### src/rtl/arb_grant_sequencer_if.sv
// Request/grant bundle between the requesters and the grant sequencer.
// The master side drives requests and early release; the slave side returns grants and acks.
interface arb_grant_sequencer_if;
    logic [15:0] req;
    logic        rel;
    logic [15:0] gnt;
    logic [3:0]  gnt_idx;
    logic        gnt_vld;
    logic [15:0] ack;
    logic        busy;

    modport master (
        output req,
        output rel,
        input  gnt,
        input  gnt_idx,
        input  gnt_vld,
        input  ack,
        input  busy
    );

    modport slave (
        input  req,
        input  rel,
        output gnt,
        output gnt_idx,
        output gnt_vld,
        output ack,
        output busy
    );
endinterface

### src/rtl/arb_grant_sequencer.sv
// Batch grant sequencer: snapshots the 16 request lines and grants each captured
// requester in lowest-index-first order, holding each grant for at most HOLD_CYC cycles.
module arb_grant_sequencer #(
    parameter int unsigned HOLD_CYC = 4
) (
    input  logic                  clk,
    input  logic                  rst_n,
    arb_grant_sequencer_if.slave  bus
);

    localparam logic [7:0] CNT_INIT = 8'(HOLD_CYC - 1);

    typedef enum logic [0:0] {
        ST_IDLE = 1'b0,
        ST_HOLD = 1'b1
    } state_t;

    state_t      r_state;
    logic [15:0] r_pend;
    logic [7:0]  r_cnt;
    logic [15:0] r_gnt;
    logic [3:0]  r_gnt_idx;
    logic        r_gnt_vld;
    logic [15:0] r_ack;

    logic [15:0] w_lowest_req;
    logic [15:0] w_nxt;
    logic [15:0] w_lowest_nxt;
    logic        w_withdraw;
    logic        w_release;

    // Same rule as the upstream right arbiter; yields zero for a zero vector.
    function automatic logic [15:0] lowest(input logic [15:0] x);
        lowest = x & ~(x - 16'd1);
    endfunction

    // One-hot to binary; OR-reduction needs no priority since the input is one-hot.
    function automatic logic [3:0] encode(input logic [15:0] x);
        logic [3:0] idx;
        idx = 4'd0;
        for (int i = 0; i < 16; i++) begin
            if (x[i]) begin
                idx = idx | 4'(i);
            end else begin
                idx = idx;
            end
        end
        encode = idx;
    endfunction

    assign w_lowest_req = lowest(bus.req);
    assign w_nxt        = r_pend & ~r_gnt & bus.req;
    assign w_lowest_nxt = lowest(w_nxt);
    assign w_withdraw   = ~|(r_gnt & bus.req);
    assign w_release    = (r_cnt == 8'd0) | bus.rel | w_withdraw;

    // Batch capture, grant hold/advance and ack generation.
    always_ff @(posedge clk or negedge rst_n) begin
        if (!rst_n) begin
            r_state   <= ST_IDLE;
            r_pend    <= 16'h0000;
            r_cnt     <= 8'd0;
            r_gnt     <= 16'h0000;
            r_gnt_idx <= 4'd0;
            r_gnt_vld <= 1'b0;
            r_ack     <= 16'h0000;
        end else begin
            case (r_state)
                ST_IDLE: begin
                    r_ack <= 16'h0000;
                    if (|bus.req) begin
                        r_pend    <= bus.req;
                        r_gnt     <= w_lowest_req;
                        r_gnt_idx <= encode(w_lowest_req);
                        r_gnt_vld <= 1'b1;
                        r_cnt     <= CNT_INIT;
                        r_state   <= ST_HOLD;
                    end else begin
                        r_pend    <= 16'h0000;
                        r_gnt     <= 16'h0000;
                        r_gnt_idx <= 4'd0;
                        r_gnt_vld <= 1'b0;
                        r_cnt     <= 8'd0;
                        r_state   <= ST_IDLE;
                    end
                end
                ST_HOLD: begin
                    if (w_release) begin
                        r_pend <= w_nxt;
                        // A grantee that withdrew is not acknowledged, even if its time was also up.
                        r_ack  <= w_withdraw ? 16'h0000 : r_gnt;
                        if (|w_nxt) begin
                            r_gnt     <= w_lowest_nxt;
                            r_gnt_idx <= encode(w_lowest_nxt);
                            r_gnt_vld <= 1'b1;
                            r_cnt     <= CNT_INIT;
                            r_state   <= ST_HOLD;
                        end else begin
                            r_gnt     <= 16'h0000;
                            r_gnt_idx <= 4'd0;
                            r_gnt_vld <= 1'b0;
                            r_cnt     <= 8'd0;
                            r_state   <= ST_IDLE;
                        end
                    end else begin
                        r_ack <= 16'h0000;
                        r_cnt <= r_cnt - 8'd1;
                    end
                end
                default: begin
                    r_state   <= ST_IDLE;
                    r_pend    <= 16'h0000;
                    r_cnt     <= 8'd0;
                    r_gnt     <= 16'h0000;
                    r_gnt_idx <= 4'd0;
                    r_gnt_vld <= 1'b0;
                    r_ack     <= 16'h0000;
                end
            endcase
        end
    end

    assign bus.gnt     = r_gnt;
    assign bus.gnt_idx = r_gnt_idx;
    assign bus.gnt_vld = r_gnt_vld;
    assign bus.ack     = r_ack;
    assign bus.busy    = (r_state == ST_HOLD);

endmodule
### src/flat_wrapper.sv
// flat-port wrapper written by rule: the top's interface ports become plain ports
module arb_grant_sequencer_flat 
#(
    parameter int unsigned HOLD_CYC = 4
)
  (clk, rst_n, bus_req, bus_rel, bus_gnt, bus_gnt_idx, bus_gnt_vld, bus_ack, bus_busy);
  arb_grant_sequencer_if bus_i ();
  input  logic clk;
  input  logic rst_n;
  input wire logic [$bits(bus_i.req)-1:0] bus_req;
  input wire logic [$bits(bus_i.rel)-1:0] bus_rel;
  output wire logic [$bits(bus_i.gnt)-1:0] bus_gnt;
  output wire logic [$bits(bus_i.gnt_idx)-1:0] bus_gnt_idx;
  output wire logic [$bits(bus_i.gnt_vld)-1:0] bus_gnt_vld;
  output wire logic [$bits(bus_i.ack)-1:0] bus_ack;
  output wire logic [$bits(bus_i.busy)-1:0] bus_busy;
  assign bus_i.req = bus_req;
  assign bus_i.rel = bus_rel;
  assign bus_gnt = bus_i.gnt;
  assign bus_gnt_idx = bus_i.gnt_idx;
  assign bus_gnt_vld = bus_i.gnt_vld;
  assign bus_ack = bus_i.ack;
  assign bus_busy = bus_i.busy;
  arb_grant_sequencer #(.HOLD_CYC(HOLD_CYC)) u_core (.clk(clk), .rst_n(rst_n), .bus(bus_i));
endmodule
### config.mk
export PLATFORM = sky130hd
export DESIGN_NAME = arb_grant_sequencer_flat
export DESIGN_NICKNAME = d
export VERILOG_FILES = /design/src/rtl/arb_grant_sequencer_if.sv /design/src/rtl/arb_grant_sequencer.sv /design/src/flat_wrapper.sv
export SDC_FILE = /design/constraint.sdc
export NUM_CORES = 1
export LEC_CHECK = 0
export BUFFER_PORTS_ARGS = -buffer_cell sky130_fd_sc_hd__buf_2
export CAP_MARGIN = 20
export CORE_ASPECT_RATIO = 0.7
export CORE_MARGIN = 4
export CORE_UTILIZATION = 61
export DETAILED_ROUTE_END_ITERATION = 10
export HOLD_SLACK_MARGIN = 0.03
export PLACE_DENSITY = 0.85
export SETUP_SLACK_MARGIN = 0.4
export SYNTH_ARGS = -nofsm -noshare
export SYNTH_HDL_FRONTEND = slang
export SYNTH_SLANG_ARGS = --single-unit
### constraint.sdc
create_clock -name clk -period 3.9 [get_ports clk]
set_input_delay 0.195 -clock clk [delete_from_list [all_inputs] [get_ports clk]]
set_output_delay 0.195 -clock clk [all_outputs]
set_load 0.02 [all_outputs]
==> results.py, run 1 <==
metrics = {
    "outcome": {
        "status": "completed",
    },
    "power_and_ir_drop": {
        "p_switching_mw": 1.46,
        "seq_power_share_pct": 34.3,
        "power_frac_comb_pct": 50.1,
        "finalPower_mw": 3.13,
        "sw_frac_of_total_pct": 46.8,
        "ir_worst_vdd_v": 0.000490,
        "p_clk_share_pct": 15.6,
        "powerDensity_nw_per_um2": 797,
        "p_leak_nw": 1.87,
        "p_int_mw": 1.67,
    },
    "layout": {
        "layout_common_cells": "dfrtp_1 (62), buf_2 (56), nor2_1 (45)",
        "syn2layout_area_growth_pct": 12.4,
        "num_antenna_cells": 0,
        "design_area_um2": 3930,
        "drive_gt1_share_pct": 19.9,
        "layout_commonest_cell": "dfrtp_1",
        "nFillCells": 413,
        "seqCellArea_um2": 1550,
        "fin_nets": 457,
        "multi_input_area_um2": 1750,
    },
    "cts": {
        "cts-htree-levels": 3,
        "cts_buffers": 9,
        "clockBufferDepth": 2,
        "post_cts_buffers": 0,
        "cts_resized": 0,
        "cts-root-buf": "clkbuf_8",
        "cts_tree": "built",
        "clkTransAtPathRegs_ns": 0.07,
        "cts_hold_buffers": 0,
        "clock-sinks": 62,
        "clkLatencyLatePin_ns": 0.35,
    },
    "global_route": {
        "grt_pass1_wl_um": 17100,
        "grt_start_max_net_pins": 63,
        "grt_pass1_vias": 3184,
        "antenna_found_initial": 0,
        "grt_usage_pct": 31.3,
        "grt_overflow_total": 0,
    },
    "floorplanning": {
        "core_um2": 5400,
        "start_util_pct": 64.7,
        "die_area_um2": 7020,
        "ioPinCount": 57,
        "die_h_um": 71.3,
        "die_width_um": 98.5,
        "rows": 22,
    },
    "synth": {
        "synthXorXnorAreaFrac_pct": 1.25,
        "synth_edf_count": 0,
        "async_flop_share_pct": 100,
        "yosysWarnings": 0,
        "synthAdderAreaFrac_pct": 0.716,
        "synth_compound_area_share_pct": 19.3,
        "synth.top_cells.by_area": "dfrtp_1 (44%), nor2_1 (4.8%), nand2_1 (4.2%)",
        "ys_seq_elements": 62,
        "synth_mux_area_share_pct": 0.860,
        "synthCells": 383,
        "synth.top_cell.area_share_pct": 44.4,
        "yosysUniqueCellTypes": 58,
        "synth.largest_area_cell": "dfrtp_1",
        "synth_area_um2": 3490,
        "synth_area_per_cell_um2": 9.12,
        "synthesis.nets": 404,
        "synth_simple_gate_area_share_pct": 28.1,
        "yosysSeqAreaShare_pct": 44.4,
        "synth_flop_cell": "dfrtp_1",
        "synth_top_family_by_area": "simple AND/OR/NAND/NOR gates",
    },
    "setup_path": {
        "crit_path_max_incr_delay_ns": 0.72,
        "end_kind": "register",
        "crit_required_ns": 4.17,
        "worstPathMaxFanout": 23,
        "path_cells": "a22o_1 > a221oi_1 > and4_1 > or3_1 > buf_4 > nor2_1 > a31oi_1",
        "cp.arrival_ns": 3.02,
        "crit_buf_inv": 1,
        "start_kind": "register",
        "crit_type": "reg -> reg",
        "critical_path.slowest_cell": "or3_1",
        "crit_family": "simple AND/OR/NAND/NOR gates",
    },
    "detailed_routing": {
        "drc": 0,
        "via_per_inst": 6.67,
        "drt-total-wl_um": 10600,
        "drt_iter0_drc": 407,
        "drt_first_pass_iters": 7,
        "antenna_left": 0,
        "post_drt_wl_per_cell_um": 20.7,
        "num_vias": 3403,
    },
    "run": {
        "maxCapViolCount": 0,
    },
    "placement": {
        "hpwl_um": 7530,
        "place.gp.congestion": 1.00,
        "placed_area_um2": 3770,
        "port_buffers": 56,
    },
    "timing": {
        "clock_skew_ns": 0.0123,
        "fin_crit_sh_pct": 70.5,
        "slew_viol_final": 0,
        "relSlewSlack_pct": 36.2,
        "hold_violations": 0,
        "setup_viol": 0,
        "tightest_slew_ns": 0.953,
        "clock.fmax_ghz": 0.364,
        "rsz0062_at_grt": "no",
        "fin_crit_ns": 2.75,
        "setup_tns_ns": 0,
    },
    "hold_path": {
        "hold_path_class": "in -> async",
    },
}
## sequential cells by signal (all words and copies together), names as in the netlist
register and flops:
u_core.bus.gnt_idx 4, u_core.r_cnt 8, u_core.bus.gnt_vld 1, u_core.bus.gnt 16, u_core.bus.busy 1, u_core.r_pend 16, u_core.bus.ack 16
## synthesized netlist by cell type, drive strengths merged (3+ instances only)
cell    number
a21o         4
a21oi       23
a221oi       6
a22o         4
a31oi        7
a32o         4
and2        18
and3b        7
buf         14
clkbuf       4
dfrtp       62
inv         16
mux2i        3
nand2       39
nand2b       4
nand3        9
nand3b      13
nand4        7
nand4b       3
nor2        45
nor2b        3
nor3        10
nor3b        3
nor4         6
o21ai       31
o22ai        6
or3          4
xnor2        3
## cell type report
| cell class | instances | share of cell area (%) |
|---|---|---|
| inverter | 16 | 1.53 |
| multi-input combinational | 287 | 44.7 |
| timing repair buffer | 60 | 7.90 |
| clock buffer | 11 | 3.85 |
| sequential | 62 | 39.5 |
| tap | 72 | 2.29 |
| clock inverter | 2 | 0.255 |
## layer usage
metal | GRT usage (%) | routed length, um
met1 | 44.7 | 4440
met5 | 0 | 0
met4 | 11.5 | 327
met2 | 44.0 | 4340
met3 | 11.1 | 1460
## metrics by stage
stage | utilization [%] | hold slack [ns] | std cells | setup WS, ns
after global placement | 69.8 | 0.388 | 497 | 1.23
after CTS | 72.8 | 0.0434 | 510 | 1.17
after detailed placement | 69.8 | 0.401 | 497 | 1.19
after global routing | 72.8 | 0.0955 | 510 | 0.876
final | 72.8 | 0.0157 | 510 | 1.15
after floorplan | - | -0.101 | 383 | 1.92
## worst paths after layout
check                                    from                     to  slack [ns]  cells past startpoint
min in group clk                  bus_req[10]      u_core.r_pend[10]        0.14                      3
max in group asynchronous               rst_n        u_core.bus.busy        3.37                      2
setup / recovery           u_core.bus.gnt[12]  u_core.bus.gnt_idx[3]        1.15                      7
hold reg to reg               u_core.r_cnt[0]        u_core.r_cnt[0]        0.50                      1
setup reg to reg           u_core.bus.gnt[12]  u_core.bus.gnt_idx[3]        1.15                      7
hold / removal                          rst_n      u_core.bus.gnt[7]        0.02                      2
## cell families after synthesis
kind of cell,count (synthesis)
and+or+nand+nor,175
AOI/OAI and AO/OA,102
muxes,3
buffers and inverters,34
adders and majority gates,2
xor gates and xnor gates,5
DFF,62
## power by group through the flow
| stage | Sequential [mW] | Clock (mW) | Combinational, mW |
|---|---|---|---|
| after floorplan | 1.18 | 0 | 0.961 |
| after global placement | 1.06 | 0 | 1.50 |
| after detailed placement | 1.07 | 0 | 1.53 |
| after CTS | 1.06 | 0.489 | 1.54 |
| after global routing | 1.10 | 0.518 | 1.70 |
| final | 1.07 | 0.487 | 1.57 |
Note: power is estimated with default switching activity, not from simulation.
==> inputs of run 2 (changes only) <==
CORE_UTILIZATION = 57   (was 61)
PLACE_DENSITY = 0.8   (was 0.85)
clock period = 2.65 ns   (was 3.9 ns; I/O delays follow)
==> results.py, run 2 (same netlist as run 1, synthesis figures left out) <==
metrics = {
    "outcome": {
        "status": "completed",
    },
    "floorplanning": {
        "die_area_um2": 7470,
        "start_util_pct": 59.8,
        "rows": 23,
        "core_um2": 5840,
        "die_width_um": 102,
        "ioPinCount": 57,
        "die_h_um": 73.5,
    },
    "setup_path": {
        "reg2reg_from": "u_core.bus.gnt[1]",
        "end_kind": "register",
        "crit_required_ns": 2.92,
        "start_kind": "register",
        "cp.arrival_ns": 2.45,
        "cp-startpoint": "u_core.bus.gnt[1]",
        "worstPathMaxFanout": 7,
        "crit_type": "reg -> reg",
    },
    "detailed_routing": {
        "num_vias": 3369,
        "drt_iter0_drc": 362,
        "drt-total-wl_um": 10600,
        "antenna_left": 0,
        "drt_first_pass_iters": 6,
        "post_drt_wl_per_cell_um": 20.3,
        "via_per_inst": 6.44,
        "drc": 0,
    },
    "timing": {
        "setup_tns_ns": 0,
        "hold_violations": 0,
        "clock.fmax_ghz": 0.459,
        "setup_viol": 0,
        "tightest_slew_ns": 0.794,
        "fin_crit_sh_pct": 82.2,
        "slew_viol_final": 0,
        "clock_skew_ns": 0.00990,
        "fin_crit_ns": 2.18,
        "relSlewSlack_pct": 47.1,
        "rsz0062_at_grt": "no",
    },
    "hold_path": {
        "hold_path_class": "in -> reg",
        "worstHoldStart": "bus_req[14]",
    },
    "global_route": {
        "use_met3_pct": 8.25,
        "antenna_found_initial": 0,
        "grt_pass1_wl_um": 17300,
        "grt_overflow_total": 0,
        "gr-usage-met2_pct": 44.5,
        "top_usage_layer": "met1",
        "grt_pass1_vias": 3275,
        "grt_usage_pct": 30.3,
        "grt_start_max_net_pins": 33,
        "gr-usage-met1_pct": 44.6,
    },
    "layout": {
        "layout_common_cells": "dfrtp_1 (62), buf_2 (56), nor2_1 (42)",
        "drive_gt1_share_pct": 22.3,
        "num_antenna_cells": 0,
        "layout_commonest_cell": "dfrtp_1",
        "fin_nets": 464,
        "syn2layout_area_growth_pct": 17.3,
    },
    "power_and_ir_drop": {
        "powerDensity_nw_per_um2": 1190,
        "p_leak_nw": 1.93,
        "finalPower_mw": 4.88,
        "ir_worst_vdd_v": 0.000624,
    },
    "placement": {
        "port_buffers": 56,
        "hpwl_um": 7700,
        "place.gp.congestion": 1.00,
    },
    "cts": {
        "cts_tree": "built",
        "clock-sinks": 62,
        "clkLatencyLatePin_ns": 0.34,
        "clockBufferDepth": 2,
        "cts-htree-levels": 3,
        "clkTransAtPathRegs_ns": 0.07,
        "cts_buffers": 9,
        "post_cts_buffers": 0,
        "cts-root-buf": "clkbuf_8",
    },
    "run": {
        "maxCapViolCount": 0,
    },
}
## run 2: changes by cell type in the layout (fill, tap and decap cells not counted), sizes merged
| cell | change |
|---|---|
| clkinvlp | +1 |
| buf | +6 |
| bufinv | +1 |
| clkbuf | +2 |
| clkinv | -1 |
| dlygate4sd3 | +1 |
## run 2: path summary, 6_finish.rpt
kind / end / slack (ns) / depth (start not counted)
setup / recovery: u_core.bus.gnt[8] / 0.47 / 6
hold / removal: u_core.r_pend[14] / 0.09 / 3
setup reg to reg: u_core.bus.gnt[8] / 0.47 / 6
hold reg to reg: u_core.r_cnt[0] / 0.49 / 1
max in group asynchronous: u_core.bus.gnt[1] / 1.64 / 3
min in group asynchronous: u_core.bus.ack[11] / 0.38 / 2
## run 2: what timing repair did
action,4_1_cts,5_1_grt
pin swaps,0,0
endpoints found under the setup margin,6,15
resized for setup,3,6
hold endpoints to repair,30,0
hold buffers,1,0
## run 2: per-layer routing
| metal | vias up | routed length [um] |
|---|---|---|
| li1 | 1511 | - |
| met1 | 1610 | 4570 |
| met2 | 230 | 4690 |
| met3 | 18 | 1230 |
| met4 | 0 | 106 |
| met5 | - | 0 |
## run 2: per-stage QoR
stage | worst slack (ns) | utilization, % | cells | hold WS [ns] | instance area [um2]
floorplan | 0.671 | - | 383 | -0.163 | 3490
global placement | 0.335 | 65.7 | 506 | 0.213 | 3840
finish | 0.470 | 70.1 | 523 | 0.0898 | 4100
detailed placement | 0.336 | 65.7 | 506 | 0.223 | 3840
CTS | 0.418 | 69.6 | 523 | 0.0810 | 4070
global route | 0.409 | 70.1 | 523 | 0.0989 | 4100
## run 2: final cells by class
type | instances | area [um2]
Multi-Input combinational cell | 287 | 1800
Fill cell | 479 | 1750
Sequential cell | 62 | 1550
Timing Repair Buffer | 67 | 390
Clock buffer | 13 | 159
Tap cell | 75 | 93.8
Inverter | 16 | 60.1
Clock inverter | 3 | 42.5
## run 2: worst max-delay path, stage by stage (launching register included)
cell and delay, ns:
dfrtp_1 0.50, and3b_1 0.25, nor2_2 0.26, nand4_1 0.39
a21o_1 0.30, o32a_1 0.28, a21oi_1 0.13
## run 2: power by group
group / switching [mW] / internal (mW) / leakage, nW
clock: 0.368 / 0.485 / 0.0996
sequential: 0.290 / 1.28 / 0.809
combinational: 1.56 / 0.894 / 1.02
total: 2.22 / 2.66 / 1.93
==> inputs of run 3 (changes only) <==
CORE_UTILIZATION = 51   (was 57)
PLACE_DENSITY = 0.76   (was 0.8)
clock period = 1.9 ns   (was 2.65 ns; I/O delays follow)
==> results.py, run 3 (same netlist as run 1, synthesis figures left out) <==
metrics = {
    "detailed_routing": {
        "num_vias": 4231,
        "antenna_left": 0,
        "drc": 0,
        "post_drt_wl_per_cell_um": 22.8,
        "drt_iter0_drc": 615,
        "drt-total-wl_um": 14600,
        "via_per_inst": 6.60,
        "drt_first_pass_iters": 9,
    },
    "layout": {
        "fin_cells": 641,
        "num_antenna_cells": 0,
        "nFillCells": 351,
        "layout_common_cells": "buf_4 (90), buf_2 (56), dfrtp_1 (47)",
        "layout_commonest_cell": "buf_4",
        "drive_gt1_share_pct": 51.6,
        "fin_nets": 566,
        "syn2layout_area_growth_pct": 55.9,
    },
    "power_and_ir_drop": {
        "p_leak_nw": 2.59,
        "p_switching_mw": 4.19,
        "p_clk_share_pct": 13.5,
        "seq_power_share_pct": 22.8,
        "power_frac_comb_pct": 63.7,
        "finalPower_mw": 9.65,
        "powerDensity_nw_per_um2": 1770,
        "p_int_mw": 5.46,
        "sw_frac_of_total_pct": 43.4,
        "ir_worst_vdd_v": 0.00127,
    },
    "timing": {
        "clock.fmax_ghz": 0.485,
        "fin_ws_ns": -0.160,
        "tightest_slew_ns": 0.580,
        "clock_skew_ns": 0.00773,
        "setup_viol": 40,
        "relSlewSlack_pct": 61.4,
        "fin_crit_sh_pct": 108,
        "fin_crit_ns": 2.06,
        "rsz0062_at_grt": "yes",
        "hold_violations": 0,
        "slew_viol_final": 0,
    },
    "setup_path": {
        "path_cells": "a22o_1 > a221oi_4 > and4_4 > buf_6 > buf_12 > nor2_4 > o21ai_0 > a21oi_1",
        "critical_path.slowest_cell": "dfrtp_2",
        "crit_type": "reg -> reg",
        "ff2ff_setup_slack_ns": -0.16,
        "end_kind": "register",
        "crit_required_ns": 2.11,
        "rr_endpoint": "u_core.r_pend[2]",
        "crit_family": "compound AO/OA/AOI/OAI gates",
        "reg2reg_from": "u_core.bus.gnt[6]",
        "crit_path_max_incr_delay_ns": 0.43,
        "worstPathMaxFanout": 6,
        "start_kind": "register",
        "cp.arrival_ns": 2.27,
        "crit_buf_inv": 2,
        "rr_worst_depth": 8,
    },
    "hold_path": {
        "min_to": "u_core.bus.gnt[12]",
        "hold_path_class": "in -> reg",
        "worstHoldStart": "bus_req[12]",
        "hold_depth": 3,
    },
    "floorplanning": {
        "start_util_pct": 54.4,
        "die_width_um": 107,
        "ioPinCount": 57,
        "die_area_um2": 8260,
        "core_um2": 6430,
        "die_h_um": 77.2,
        "rows": 24,
    },
    "placement": {
        "place.gp.congestion": 1.03,
        "hpwl_um": 8920,
        "port_buffers": 56,
        "place_inst": 588,
    },
    "cts": {
        "cts-htree-levels": 3,
        "clock-sinks": 62,
        "clkTransAtPathRegs_ns": 0.07,
        "cts_buffers": 9,
        "cts_tree": "built",
        "clkLatencyLatePin_ns": 0.35,
        "cts-root-buf": "clkbuf_8",
        "clockBufferDepth": 2,
    },
    "run": {
        "maxCapViolCount": 0,
    },
    "global_route": {
        "grt_pass1_vias": 4068,
        "grt_start_max_net_pins": 33,
        "antenna_found_initial": 0,
        "grt_pass1_wl_um": 21500,
        "grt_overflow_total": 0,
        "grt_usage_pct": 33.6,
    },
    "outcome": {
        "violations": "negative setup slack",
        "status": "finished with violations",
    },
}
[run 3: how the worst max path moves through the flow]
stage | startpoint | end | slack [ns] | cells after the start
after floorplan | u_core.bus.gnt[10] | u_core.bus.gnt[1] | 0.03 | 6
after global placement | u_core.bus.gnt[9] | u_core.bus.gnt[3] | -0.16 | 7
after detailed placement | u_core.bus.gnt[9] | u_core.bus.gnt[7] | -0.20 | 7
after CTS | u_core.bus.gnt[9] | u_core.bus.gnt[7] | -0.06 | 9
after global routing | u_core.bus.gnt[9] | u_core.r_pend[2] | -0.18 | 8
final | u_core.bus.gnt[6] | u_core.r_pend[2] | -0.16 | 8
[run 3: through the flow]
stage / utilization [%] / setup TNS, ns / instance area [um2] / hold slack, ns / worst slack (ns)
6_report: 84.8 / -2.48 / 5450 / 0.0368 / -0.160
5_1_grt: 84.8 / -4.22 / 5450 / 0.0419 / -0.185
4_1_cts: 80.7 / -0.430 / 5180 / 0.0332 / -0.0572
3_5_place_dp: 68.9 / -6.74 / 4430 / 0.0807 / -0.200
3_3_place_gp: 68.9 / -5.57 / 4430 / 0.0612 / -0.160
2_1_floorplan: - / 0 / 3560 / -0.201 / 0.0301
[run 3: layer usage]
layer | track usage [%] | share of wire, %
met1 | 44.5 | 38
met2 | 51.9 | 43
met3 | 9.73 | 13
met4 | 13.0 | 5.4
met5 | 0 | 0
[run 3: cell type report]
cell class / instances / area, um2 / area share, %
multi-input combinational: 287 / 2150 / 39.4
sequential: 62 / 1570 / 28.8
timing repair buffer: 169 / 1340 / 24.6
clock buffer: 12 / 145 / 2.66
tap: 91 / 114 / 2.09
clock inverter: 4 / 70.1 / 1.29
inverter: 16 / 60.1 / 1.10
[run 3: worst register-to-register path, stage by stage, from the launching register on]
cell and delay, ns:
dfrtp_2 0.43, a22o_1 0.24, a221oi_4 0.21, and4_4 0.30, buf_6 0.13, buf_12 0.12
nor2_4 0.08, o21ai_0 0.27, a21oi_1 0.16
[run 3: power groups by stage]
stage          logic [mW]  clock network (mW)  registers [mW]
2_1_floorplan        2.09                   0            2.45
3_3_place_gp         4.02                   0            2.13
3_5_place_dp         4.10                   0            2.16
4_1_cts              5.27                1.30            2.15
5_1_grt              6.42                1.37            2.22
6_report             6.15                1.30            2.20
[run 3: timing repair]
item                                   CTS  global route
gates resized for setup                 74            33
setup endpoints to repair               62            62
pin swaps                               12            16
cloned                                   3             0
buffers inserted                        18            14
hold buffers                             2             0
endpoints found under the hold margin   18             0
